==> src/rtl/gpio_pkg.sv <==
// Shared definitions for the GPIO interrupt controller: bus geometry and
// register index map.
package gpio_pkg;

  localparam int BUS_DW = 32;
  localparam int ADDR_W = 3;

  localparam logic [ADDR_W-1:0] GPIO_DOUT    = 3'd0;
  localparam logic [ADDR_W-1:0] GPIO_DIR     = 3'd1;
  localparam logic [ADDR_W-1:0] GPIO_DIN     = 3'd2;
  localparam logic [ADDR_W-1:0] GPIO_RISE_EN = 3'd3;
  localparam logic [ADDR_W-1:0] GPIO_FALL_EN = 3'd4;
  localparam logic [ADDR_W-1:0] GPIO_PEND    = 3'd5;

endpackage

==> src/rtl/gpio_sync_edge.sv <==
// Single-channel input conditioner: metastability chain on the raw pad,
// one history flop behind it, and rise/fall pulses derived from the pair.
module gpio_sync_edge #(
  parameter int SYNC_STAGES = 2
) (
  input  logic clk,
  input  logic rst,
  input  logic pin,
  output logic sync,
  output logic rise,
  output logic fall
);

  logic [SYNC_STAGES-1:0] chain_r;
  logic                   hist_r;

  // Shift the asynchronous pad through the synchroniser and keep last sample.
  always_ff @(posedge clk) begin
    if (rst) begin
      chain_r <= '0;
      hist_r  <= 1'b0;
    end else begin
      chain_r <= {chain_r[SYNC_STAGES-2:0], pin};
      hist_r  <= chain_r[SYNC_STAGES-1];
    end
  end

  assign sync = chain_r[SYNC_STAGES-1];
  assign rise = sync & ~hist_r;
  assign fall = ~sync & hist_r;

endmodule

==> src/rtl/gpio_irq_ctrl.sv <==
// Bus-mapped GPIO block: per-channel direction and output value registers,
// synchronised input readback and edge-triggered, write-1-to-clear
// interrupt pending bits folded into one level interrupt.
module gpio_irq_ctrl
  import gpio_pkg::*;
#(
  parameter int NCH         = 8,
  parameter int SYNC_STAGES = 2
) (
  input  logic              clk,
  input  logic              rst,
  input  logic [ADDR_W-1:0] bus_addr,
  input  logic              bus_we,
  input  logic              bus_re,
  input  logic [BUS_DW-1:0] bus_wdata,
  output logic [BUS_DW-1:0] bus_rdata,
  input  logic [NCH-1:0]    pin_in,
  output logic [NCH-1:0]    pin_out,
  output logic [NCH-1:0]    pin_oe,
  output logic              irq
);

  logic [NCH-1:0]    dout_r;
  logic [NCH-1:0]    dir_r;
  logic [NCH-1:0]    rise_en_r;
  logic [NCH-1:0]    fall_en_r;
  logic [NCH-1:0]    pend_r;
  logic [BUS_DW-1:0] bus_rdata_r;

  logic [NCH-1:0]    din_s;
  logic [NCH-1:0]    rise_s;
  logic [NCH-1:0]    fall_s;
  logic [NCH-1:0]    set_s;
  logic [NCH-1:0]    clr_s;
  logic [NCH-1:0]    pend_next_s;
  logic [BUS_DW-1:0] rdata_s;
  logic              unused_wdata_s;

  // Upper write-data bits beyond NCH are deliberately discarded.
  assign unused_wdata_s = ^bus_wdata;

  for (genvar i = 0; i < NCH; i++) begin : g_ch
    gpio_sync_edge #(
      .SYNC_STAGES(SYNC_STAGES)
    ) u_sync_edge (
      .clk  (clk),
      .rst  (rst),
      .pin  (pin_in[i]),
      .sync (din_s[i]),
      .rise (rise_s[i]),
      .fall (fall_s[i])
    );
  end

  // Writable configuration registers; PEND is handled separately (W1C).
  always_ff @(posedge clk) begin
    if (rst) begin
      dout_r    <= '0;
      dir_r     <= '0;
      rise_en_r <= '0;
      fall_en_r <= '0;
    end else if (bus_we) begin
      case (bus_addr)
        GPIO_DOUT:    dout_r    <= bus_wdata[NCH-1:0];
        GPIO_DIR:     dir_r     <= bus_wdata[NCH-1:0];
        GPIO_RISE_EN: rise_en_r <= bus_wdata[NCH-1:0];
        GPIO_FALL_EN: fall_en_r <= bus_wdata[NCH-1:0];
        default: begin
          dout_r    <= dout_r;
          dir_r     <= dir_r;
          rise_en_r <= rise_en_r;
          fall_en_r <= fall_en_r;
        end
      endcase
    end else begin
      dout_r    <= dout_r;
      dir_r     <= dir_r;
      rise_en_r <= rise_en_r;
      fall_en_r <= fall_en_r;
    end
  end

  // Pending update: enabled edges this cycle set, W1C clears, set dominates.
  always_comb begin
    set_s       = (rise_s & rise_en_r) | (fall_s & fall_en_r);
    clr_s       = '0;
    if (bus_we && (bus_addr == GPIO_PEND)) begin
      clr_s = bus_wdata[NCH-1:0];
    end else begin
      clr_s = '0;
    end
    pend_next_s = (pend_r & ~clr_s) | set_s;
  end

  // Pending register.
  always_ff @(posedge clk) begin
    if (rst) begin
      pend_r <= '0;
    end else begin
      pend_r <= pend_next_s;
    end
  end

  // Read mux over current (pre-write) register state, zero-extended.
  always_comb begin
    rdata_s = '0;
    case (bus_addr)
      GPIO_DOUT:    rdata_s[NCH-1:0] = dout_r;
      GPIO_DIR:     rdata_s[NCH-1:0] = dir_r;
      GPIO_DIN:     rdata_s[NCH-1:0] = din_s;
      GPIO_RISE_EN: rdata_s[NCH-1:0] = rise_en_r;
      GPIO_FALL_EN: rdata_s[NCH-1:0] = fall_en_r;
      GPIO_PEND:    rdata_s[NCH-1:0] = pend_r;
      default:      rdata_s = '0;
    endcase
  end

  // Registered read data, held between read strobes.
  always_ff @(posedge clk) begin
    if (rst) begin
      bus_rdata_r <= '0;
    end else if (bus_re) begin
      bus_rdata_r <= rdata_s;
    end else begin
      bus_rdata_r <= bus_rdata_r;
    end
  end

  assign bus_rdata = bus_rdata_r;
  assign pin_out   = dout_r;
  assign pin_oe    = dir_r;
  assign irq       = |pend_r;

endmodule

==> config.mk <==
export PLATFORM = sky130hd
export DESIGN_NAME = gpio_irq_ctrl
export DESIGN_NICKNAME = d
export VERILOG_FILES = /design/src/rtl/gpio_pkg.sv /design/src/rtl/gpio_sync_edge.sv /design/src/rtl/gpio_irq_ctrl.sv
export SDC_FILE = /design/constraint.sdc
export NUM_CORES = 1
export LEC_CHECK = 0
export ABC_AREA = 1
export CAP_MARGIN = 20
export CORE_ASPECT_RATIO = 1.5
export CORE_UTILIZATION = 47
export DETAILED_ROUTE_END_ITERATION = 10
export HOLD_SLACK_MARGIN = 0.05
export PLACE_DENSITY = 0.79
export SYNTH_ARGS = -nofsm -noshare
export SYNTH_HDL_FRONTEND = slang
export SYNTH_HIERARCHICAL = 1
export SYNTH_SLANG_ARGS = --single-unit
==> constraint.sdc <==
create_clock -name clk -period 1.6 [get_ports clk]
set_clock_uncertainty 0.15 [all_clocks]
set_input_delay 0.32 -clock clk [delete_from_list [all_inputs] [get_ports clk]]
set_output_delay 0.32 -clock clk [all_outputs]
set_load 0.05 [all_outputs]
# Yosys cells after proc, flatten, opt, wreduce, memory -nomap -nowiden
# Index checks and enable logic that the tools add are counted.
dict set report op_classes {
  eq_ne 5
  mux 2
  n_reduce_logical 7
  bitwise_logic 38
}
# operator count
set op_table {}
lappend op_table {{one-hot mux 8 bit (6 select lines)} 1}
lappend op_table {{bitwise AND 8 bit} 3}
lappend op_table {{bitwise AND 1 bit} 16}
lappend op_table {{inverter 1 bit} 16}
lappend op_table {{bitwise OR 8 bit} 2}
lappend op_table {{two-way mux 8 bit} 1}
lappend op_table {{inverter 8 bit} 1}
lappend op_table {{AND reduction 2 bit} 4}
lappend op_table {{OR reduction 8 bit} 1}
lappend op_table {{equality test 3 x 2 -> 1 bit, second input constant} 2}
lappend op_table {{equality test 3 bit, second input constant} 2}
lappend op_table {{equality test 3 x 1 -> 1 bit, second input constant} 1}
lappend op_table {{zero test 3 bit} 1}
lappend op_table {{logical AND 1 bit} 1}
dict set report totals {
  reg_bits 72
  output_inout_bits 49
  elab_cells 74
  in_bits 47
}

# Logic depth before layout (Yosys ltp)
# Gate-level depths: netlist of run 1.
dict set report depth {
  word_depth 6
  depth_mapped 7
  ltp_nobuf 6
}

# Modules after synthesis
# Netlist of run 1, hierarchy kept.
# mod instances seq_area_each_um2 cells_per_inst area_per_inst_um2
set by_module_without_submodules {}
lappend by_module_without_submodules {gpio_irq_ctrl 1 960.9 344 2547.4}
lappend by_module_without_submodules {gpio_sync_edge 8 60.1 12 93.8}

# Worst setup path after synthesis of run 1
# No wires, ideal clock.
dict set report synth_timing {
  path_kind {flip-flop to output port}
  from {register pend_r[4]}
  to {output irq}
  path_stages_with_launch 3
  t_required_ps 1130
  path_buffers 0
  path_slack_ps 249
  t_arrival_ps 881
  path_cell_list {dfxtp_1 -> nor4_1 -> nand2_1}
}
dict set report synth_via {
  elab_chain_len 1
}
# item line
set synth_lines {}
lappend synth_lines {{from (decl)} gpio_irq_ctrl.sv:27} ;# logic [NCH-1:0] pend_r;
lappend synth_lines {{from (signal assigned)} gpio_irq_ctrl.sv:100} ;# pend_r <= pend_next_s;
lappend synth_lines {{OR reduction 8 bit} gpio_irq_ctrl.sv:132} ;# assign irq = |pend_r;
lappend synth_lines {{to (decl)} gpio_irq_ctrl.sv:20} ;# output logic irq
# Every way passes these cells.

# Final worst setup path of run 1
dict set report layout_timing {
  from {register pend_r[5]}
  to {output irq}
}
# Same word-level chain as after synthesis.

==> run metrics, run 1 <==
status=complete, but fails checks; violated checks=setup timing; H-tree level count=3; asr flop ratio synth=0%; Slew Viols, Final=0; post-DP HPWL=5.72 mm; root buffer cell=clkbuf_8; endpoints failing setup=1; Num CTS Buffers=9; Int Pwr=~0.0029 W; Port Buffers=47; CP max stage cell=dfxtp_2; CTS Sinks=between 70 and 80; Pwr Density=926 nW/um2; Cells after Synth=440; Die Ht=between 100 and 150 um; Mapped Avg Cell Area=7.50 um2; synth unique cells=23; Hold WS=roughly 0.25 ns; Longest Clk Path Bufs=2; Placement Cell Area=4150 um2; Final ANT Viol Nets=0; antenna fix cells=0; routability cong.=0.935; first drt pass iteration count=6; register area share after synthesis=43.7%; ranking of synthesized cells by area=dfxtp_1, nor2_1, nand4_1; Yosys top cell area share=43.7%; Crit path largest cell delay=0.35 ns; core footprint=approximately 6800 um2; starting density of the core=48.5%; GRT overflow=0; Area Growth Syn to Fin=33.2%; clock network power share=35.2%; Final Hold Fails=0; CP required=around 1.1 ns; Post-synth top cells=nor2_1, dfxtp_1, inv_1; delay-heaviest family, CP=simple AND/OR/NAND/NOR gates; CP cell instances=nor4_2 -> nand2_1 -> buf_6; achievable clock frequency=566 MHz; Combinational Power Share=17.7%; final WL=around 8 mm; vias in the first global route=2839; initial antenna violation count=0; Via density=roughly 5.3; type of the worst min-delay path=reg -> reg; Startpoint Class=register; Die ar.=7360 um2; TNS Setup=-0.166 ns; cell area after synthesis=3300 um2; Reg power frac=a little under half; clock latency on the worst-skew pair=0.36 ns; Lkg Pwr=between 1.5 and 2 nW; gr usage total=between 20% and 30%; Post-synth EDFFs=0; Row Count=37; maxcap violations=0; CTS clk-pin slew, worst paths=0.08 ns; Max IR drop VDD=0.651 mV; DRC=0; kind of critical path=reg -> out; RSZ-0062 raised after global routing=true; Final Cycle Share=110%; flops & latches, synth=72; crit path buf inv count=1; net switching power figure=0.00119 W; fin nets=~550; first-pass GRT wire length=~13 mm; share of layout cells above drive strength 1=17.1%; I/O Pins=96; Worst Path Max Fanout=3; DIE WIDTH=70.4 um; final worst slack=-0.166 ns; Sw Share=29.2%; post-route design area=around 4400 um2; post-synth top area cell=dfxtp_1; crit end category=output pin; Fill cells=540; Vias=between 3000 and 4000; dominant cell by count in the synthesized netlist=nor2_1; top_reg_cell synth=dfxtp_1; pin count of the biggest net entering global routing=29; minimum clock period=around 1.8 ns; total power=0.00407 W; initial DRC count=slightly below 300; pre-CTS setup slack=-0.324 ns; TritonCTS clock tree=yes; Routed wire per std cell=between 10 and 15 um; Worst EP arrival=1.30 ns; synth warn=6
## layout by cell type (no fill, tap or decap), drive strengths merged, types with 8 or more instances in the layout
cell type and instances:
nor2 83, dfxtp 72, inv 62, buf 55
a21oi 40, nand4 40, o21ai 40, nand2 26
conb 24, clkdlybuf4s50 20, nand3 19, clkbuf 10
a22o 8
## power by group through the flow
stage	combinational, W	sequential, W	clock [W]
floorplan	0.000386	0.00202	0
global placement	0.000701	0.00195	0
detailed placement	0.000711	0.00196	0
CTS	0.000716	0.00192	0.00145
global route	0.000766	0.00192	0.00153
finish	0.000721	0.00192	0.00143
## registers in the layout, indices dropped and copies added, names as in the netlist
name                      count
g_ch.u_sync_edge/hist_r       8
fall_en_r                     8
pin_oe                        8
rise_en_r                     8
pend_r                        8
g_ch.u_sync_edge/chain_r     16
pin_out                       8
bus_rdata                     8
## what timing repair did
item                                    CTS  global route
endpoints found under the setup margin    1            24
pin swaps                                 2             2
setup buffers                             1             0
hold buffers                              0             0
gates resized for setup                   4             6
## routing by layer
metal / GRT usage, % / vias up / part of all wire, %
li1: - / 1531 / -
met1: 25.1 / 1404 / 40
met2: 38.5 / 144 / 51
met3: 6.08 / 31 / 6.2
met4: 12.3 / 0 / 3.0
met5: 0 / - / 0
## final timing paths
path / startpoint / depth (start not counted) / slack (ns) / end
max: pend_r[5] / 3 / -0.17 / irq
min: g_ch[5].u_sync_edge/chain_r[0] / 2 / 0.25 / g_ch[5].u_sync_edge/chain_r[1]
max reg2reg: pend_r[1] / 5 / 0.47 / bus_rdata[1]
min reg2reg: g_ch[5].u_sync_edge/chain_r[0] / 2 / 0.25 / g_ch[5].u_sync_edge/chain_r[1]
## cell families after synthesis
logic type / synth area share, %
compound gates: 14.3
flops: 43.7
other cells: 0.114
simple gates: 25.1
buf+inv: 16.8
## through the flow
step	util [%]	cells
global placement	61.0	570
floorplan	-	463
detailed placement	61.0	570
global route	64.5	587
CTS	64.2	587
finish	64.5	587
## tightest hold or removal path, delay by kind of cell (launching register included)
family / cells / cell delay, ns
simple gates: 1 / 0.03
buf+inv: 1 / 0.04
flops: 1 / 0.30
## cell type report
cell class / count / area [um2] / share of cell area, %
Multi-Input combinational cell: 282 / 1410 / 32.1
Sequential cell: 72 / 1450 / 32.9
Tap cell: 78 / 97.6 / 2.22
Inverter: 62 / 238 / 5.41
Clock buffer: 10 / 138 / 3.13
Timing Repair Buffer: 77 / 1000 / 22.9
Clock inverter: 6 / 58.8 / 1.34
Power figures use the tool's default switching activity.
==> inputs of run 2 (changes only) <==
--- a/config.mk
+++ b/config.mk
@@ -9,6 +9,7 @@
 export CAP_MARGIN = 20
 export CORE_ASPECT_RATIO = 1.5
 export CORE_UTILIZATION = 47
+export CTS_CLUSTER_SIZE = 24
 export DETAILED_ROUTE_END_ITERATION = 10
 export HOLD_SLACK_MARGIN = 0.05
 export PLACE_DENSITY = 0.79
==> constraint.sdc (replaced) <==
create_clock -name clk -period 1.85 [get_ports clk]
set_clock_uncertainty 0.15 [all_clocks]
set_input_delay 0.37 -clock clk [delete_from_list [all_inputs] [get_ports clk]]
set_output_delay 0.37 -clock clk [all_outputs]
set_load 0.05 [all_outputs]
==> run 2 against run 1 <==
Against the previous run:
- the run now ends clean
- first-iteration DRC count decreased by 30%
- die area is the same
- core utilization fell by 4.5 points
==> run metrics, run 2 (synthesis gave the netlist of run 1 again) <==
Die Ht=105 um (unchanged); first-pass GRT wire length=12.7 mm (was 13.1 mm); r2r worst-path depth=5 (unchanged); status=complete, no violations (was complete, but fails checks); crit path from=pend_r[4] (was pend_r[5]); max reg flops=16 (unchanged); CP endpoint=irq (unchanged); initial DRC count=204 (was 293); root buffer cell=clkbuf_8 (unchanged); Longest Clk Path Bufs=2 (unchanged); Worst Path Max Fanout=3 (unchanged); Pwr Density=938 nW/um2 (was 926 nW/um2); starting density of the core=48.5% (unchanged); Startpoint Class=register (unchanged); H-tree level count=3 (unchanged); CP required=1.33 ns (was 1.13 ns); Row Count=37 (unchanged); Worst R2R End=pend_r[4] (was bus_rdata[1]); Num CTS Buffers=9 (unchanged); CTS Hold Bufs=0 (unchanged); pin count of the biggest net entering global routing=41 (was 29); Area Growth Syn to Fin=23.8% (was 33.2%); Fill cells=591 (was 540); crit path buf inv count=1 (unchanged); leading cell type in the layout, fill and taps excluded=nor2_1 (unchanged); fin nets=543 (was 551); achievable clock frequency=554 MHz; CTS clk-pin slew, worst paths=0.07 ns (was 0.08 ns); RSZ-0062 raised after global routing=false (was true); I/O Pins=96 (unchanged); type of the worst min-delay path=reg -> reg (unchanged); Levels on crit path=3 (unchanged); Most flops, register=g_ch.u_sync_edge/chain_r (unchanged); crit end category=output pin (unchanged); Crit path largest cell delay=0.34 ns (was 0.35 ns); CP cell instances=nor4_2 -> nand2_1 -> buf_4 (was nor4_2 -> nand2_1 -> buf_6); minimum clock period=about 1.8 ns; Final ANT Viol Nets=0 (unchanged); share of layout cells above drive strength 1=14.8% (was 17.1%); Via density=5.24 (was 5.30); GRT overflow=0 (unchanged); DIE WIDTH=70.4 um (unchanged); Port Buffers=47 (unchanged); Final Cycle Share=97.6%; delay-heaviest family, CP=simple AND/OR/NAND/NOR gates (unchanged); worst reg2reg setup slack=0.73 ns (was 0.47 ns); reg-to-reg startpoint=g_ch[4].u_sync_edge/chain_r[1] (was pend_r[1]); most frequent cells in the layout=nor2_1, dfxtp_1, inv_1, buf_4, a21oi_1 (was nor2_1, dfxtp_1, inv_1, a21oi_1, nand4_1); TNS Setup=0 ns (was -0.166 ns); Slew Viols, Final=0 (unchanged); routability cong.=0.907 (was 0.935); Routed wire per std cell=13.4 um (was 13.6 um); fin util=60.0% (was 64.5%); DRC=0 (unchanged); TritonCTS clock tree=yes (unchanged); Vias=3027 (was 3110); kind of critical path=reg -> out (unchanged); Final Hold Fails=0 (unchanged); setup bufs post-CTS=0 (was 1); core footprint=6810 um2 (unchanged); Lkg Pwr=1.80 nW (was 1.91 nW); Die ar.=7360 um2 (unchanged); CP max stage cell=dfxtp_1 (was dfxtp_2); endpoints failing setup=0 (was 1); Worst EP arrival=1.29 ns (was 1.30 ns); post-DP HPWL=5.40 mm (was 5.72 mm); clock latency on the worst-skew pair=0.34 ns (was 0.36 ns); CTS Sinks=72 (unchanged); first drt pass iteration count=4 (was 6); Max IR drop VDD=0.329 mV (was 0.651 mV); antenna fix cells=0 (unchanged); maxcap violations=0 (unchanged); initial antenna violation count=0 (unchanged); final WL=7.76 mm (was 7.96 mm); vias in the first global route=2836 (was 2839); gr usage total=21.7% (was 22.6%)
## run 2: area by class of cell
cell class | instances | area, um2 | share of cell area (%)
clock buffers | 10 | 138 | 3.37
clock inverters | 5 | 129 | 3.16
inverters | 62 | 235 | 5.76
multi-input cells | 282 | 1400 | 34.2
flip-flops and latches | 72 | 1440 | 35.3
well taps | 78 | 97.6 | 2.39
repair buffers | 69 | 648 | 15.9
## run 2: routing by layer
| metal | track usage [%] | wire (um) | share of wire (%) |
|---|---|---|---|
| met1 | 25.0 | 3160 | 41 |
| met2 | 35.9 | 3850 | 50 |
| met3 | 2.80 | 409 | 5.3 |
| met4 | 16.4 | 341 | 4.4 |
| met5 | 0 | 0 | 0 |
## run 2: worst reg2reg max path: stages (launching register included)
cell and delay, ns:
dfxtp_1 0.33, inv_1 0.08, nor2_1 0.04, a22o_1 0.24
a21oi_1 0.12, nor2_1 0.05
## run 2: worst min path at each step
stage | slack (ns) | endpoint | from | cells after the start
floorplan | 0.24 | g_ch[0].u_sync_edge/chain_r[1] | g_ch[0].u_sync_edge/chain_r[0] | 2
global placement | 0.24 | g_ch[5].u_sync_edge/chain_r[1] | g_ch[5].u_sync_edge/chain_r[0] | 2
detailed placement | 0.25 | g_ch[5].u_sync_edge/chain_r[1] | g_ch[5].u_sync_edge/chain_r[0] | 2
finish | 0.25 | g_ch[5].u_sync_edge/chain_r[1] | g_ch[5].u_sync_edge/chain_r[0] | 2
global route | 0.26 | g_ch[5].u_sync_edge/chain_r[1] | g_ch[5].u_sync_edge/chain_r[0] | 2
CTS | 0.26 | g_ch[5].u_sync_edge/chain_r[1] | g_ch[5].u_sync_edge/chain_r[0] | 2
## run 2: where the power goes
| part | switching, W | internal [W] |
|---|---|---|
| registers | 0.0000373 | 0.00161 |
| logic | 0.000390 | 0.000169 |
| clock network | 0.000564 | 0.00106 |
| total | 0.000991 | 0.00284 |
## run 2: timing repair
action	4_1_cts	5_1_grt
setup endpoints to repair	0	1
gates resized for setup	0	1
hold endpoints to repair	0	0
## run 2: metrics by stage
step	power [W]	instances	hold slack, ns	area [um2]	setup WS, ns
after CTS	0.00385	578	0.256	4080	0.0248
after global placement	0.00222	563	0.240	3810	-0.111
after detailed placement	0.00223	563	0.245	3810	-0.183
final	0.00383	578	0.254	4080	0.0439
after global routing	0.00395	578	0.263	4080	0.0180
after floorplan	0.00208	463	0.238	3380	0.449
==> inputs of run 3 (changes only) <==
--- a/config.mk
+++ b/config.mk
@@ -11,7 +11,7 @@
 export CORE_UTILIZATION = 47
 export CTS_CLUSTER_SIZE = 24
 export DETAILED_ROUTE_END_ITERATION = 10
-export HOLD_SLACK_MARGIN = 0.05
+export HOLD_SLACK_MARGIN = 0.1
 export PLACE_DENSITY = 0.79
 export SYNTH_ARGS = -nofsm -noshare
 export SYNTH_HDL_FRONTEND = slang
==> results of run 3 <==
No change in the layout: final DEF, timing and power equal those of run 2.
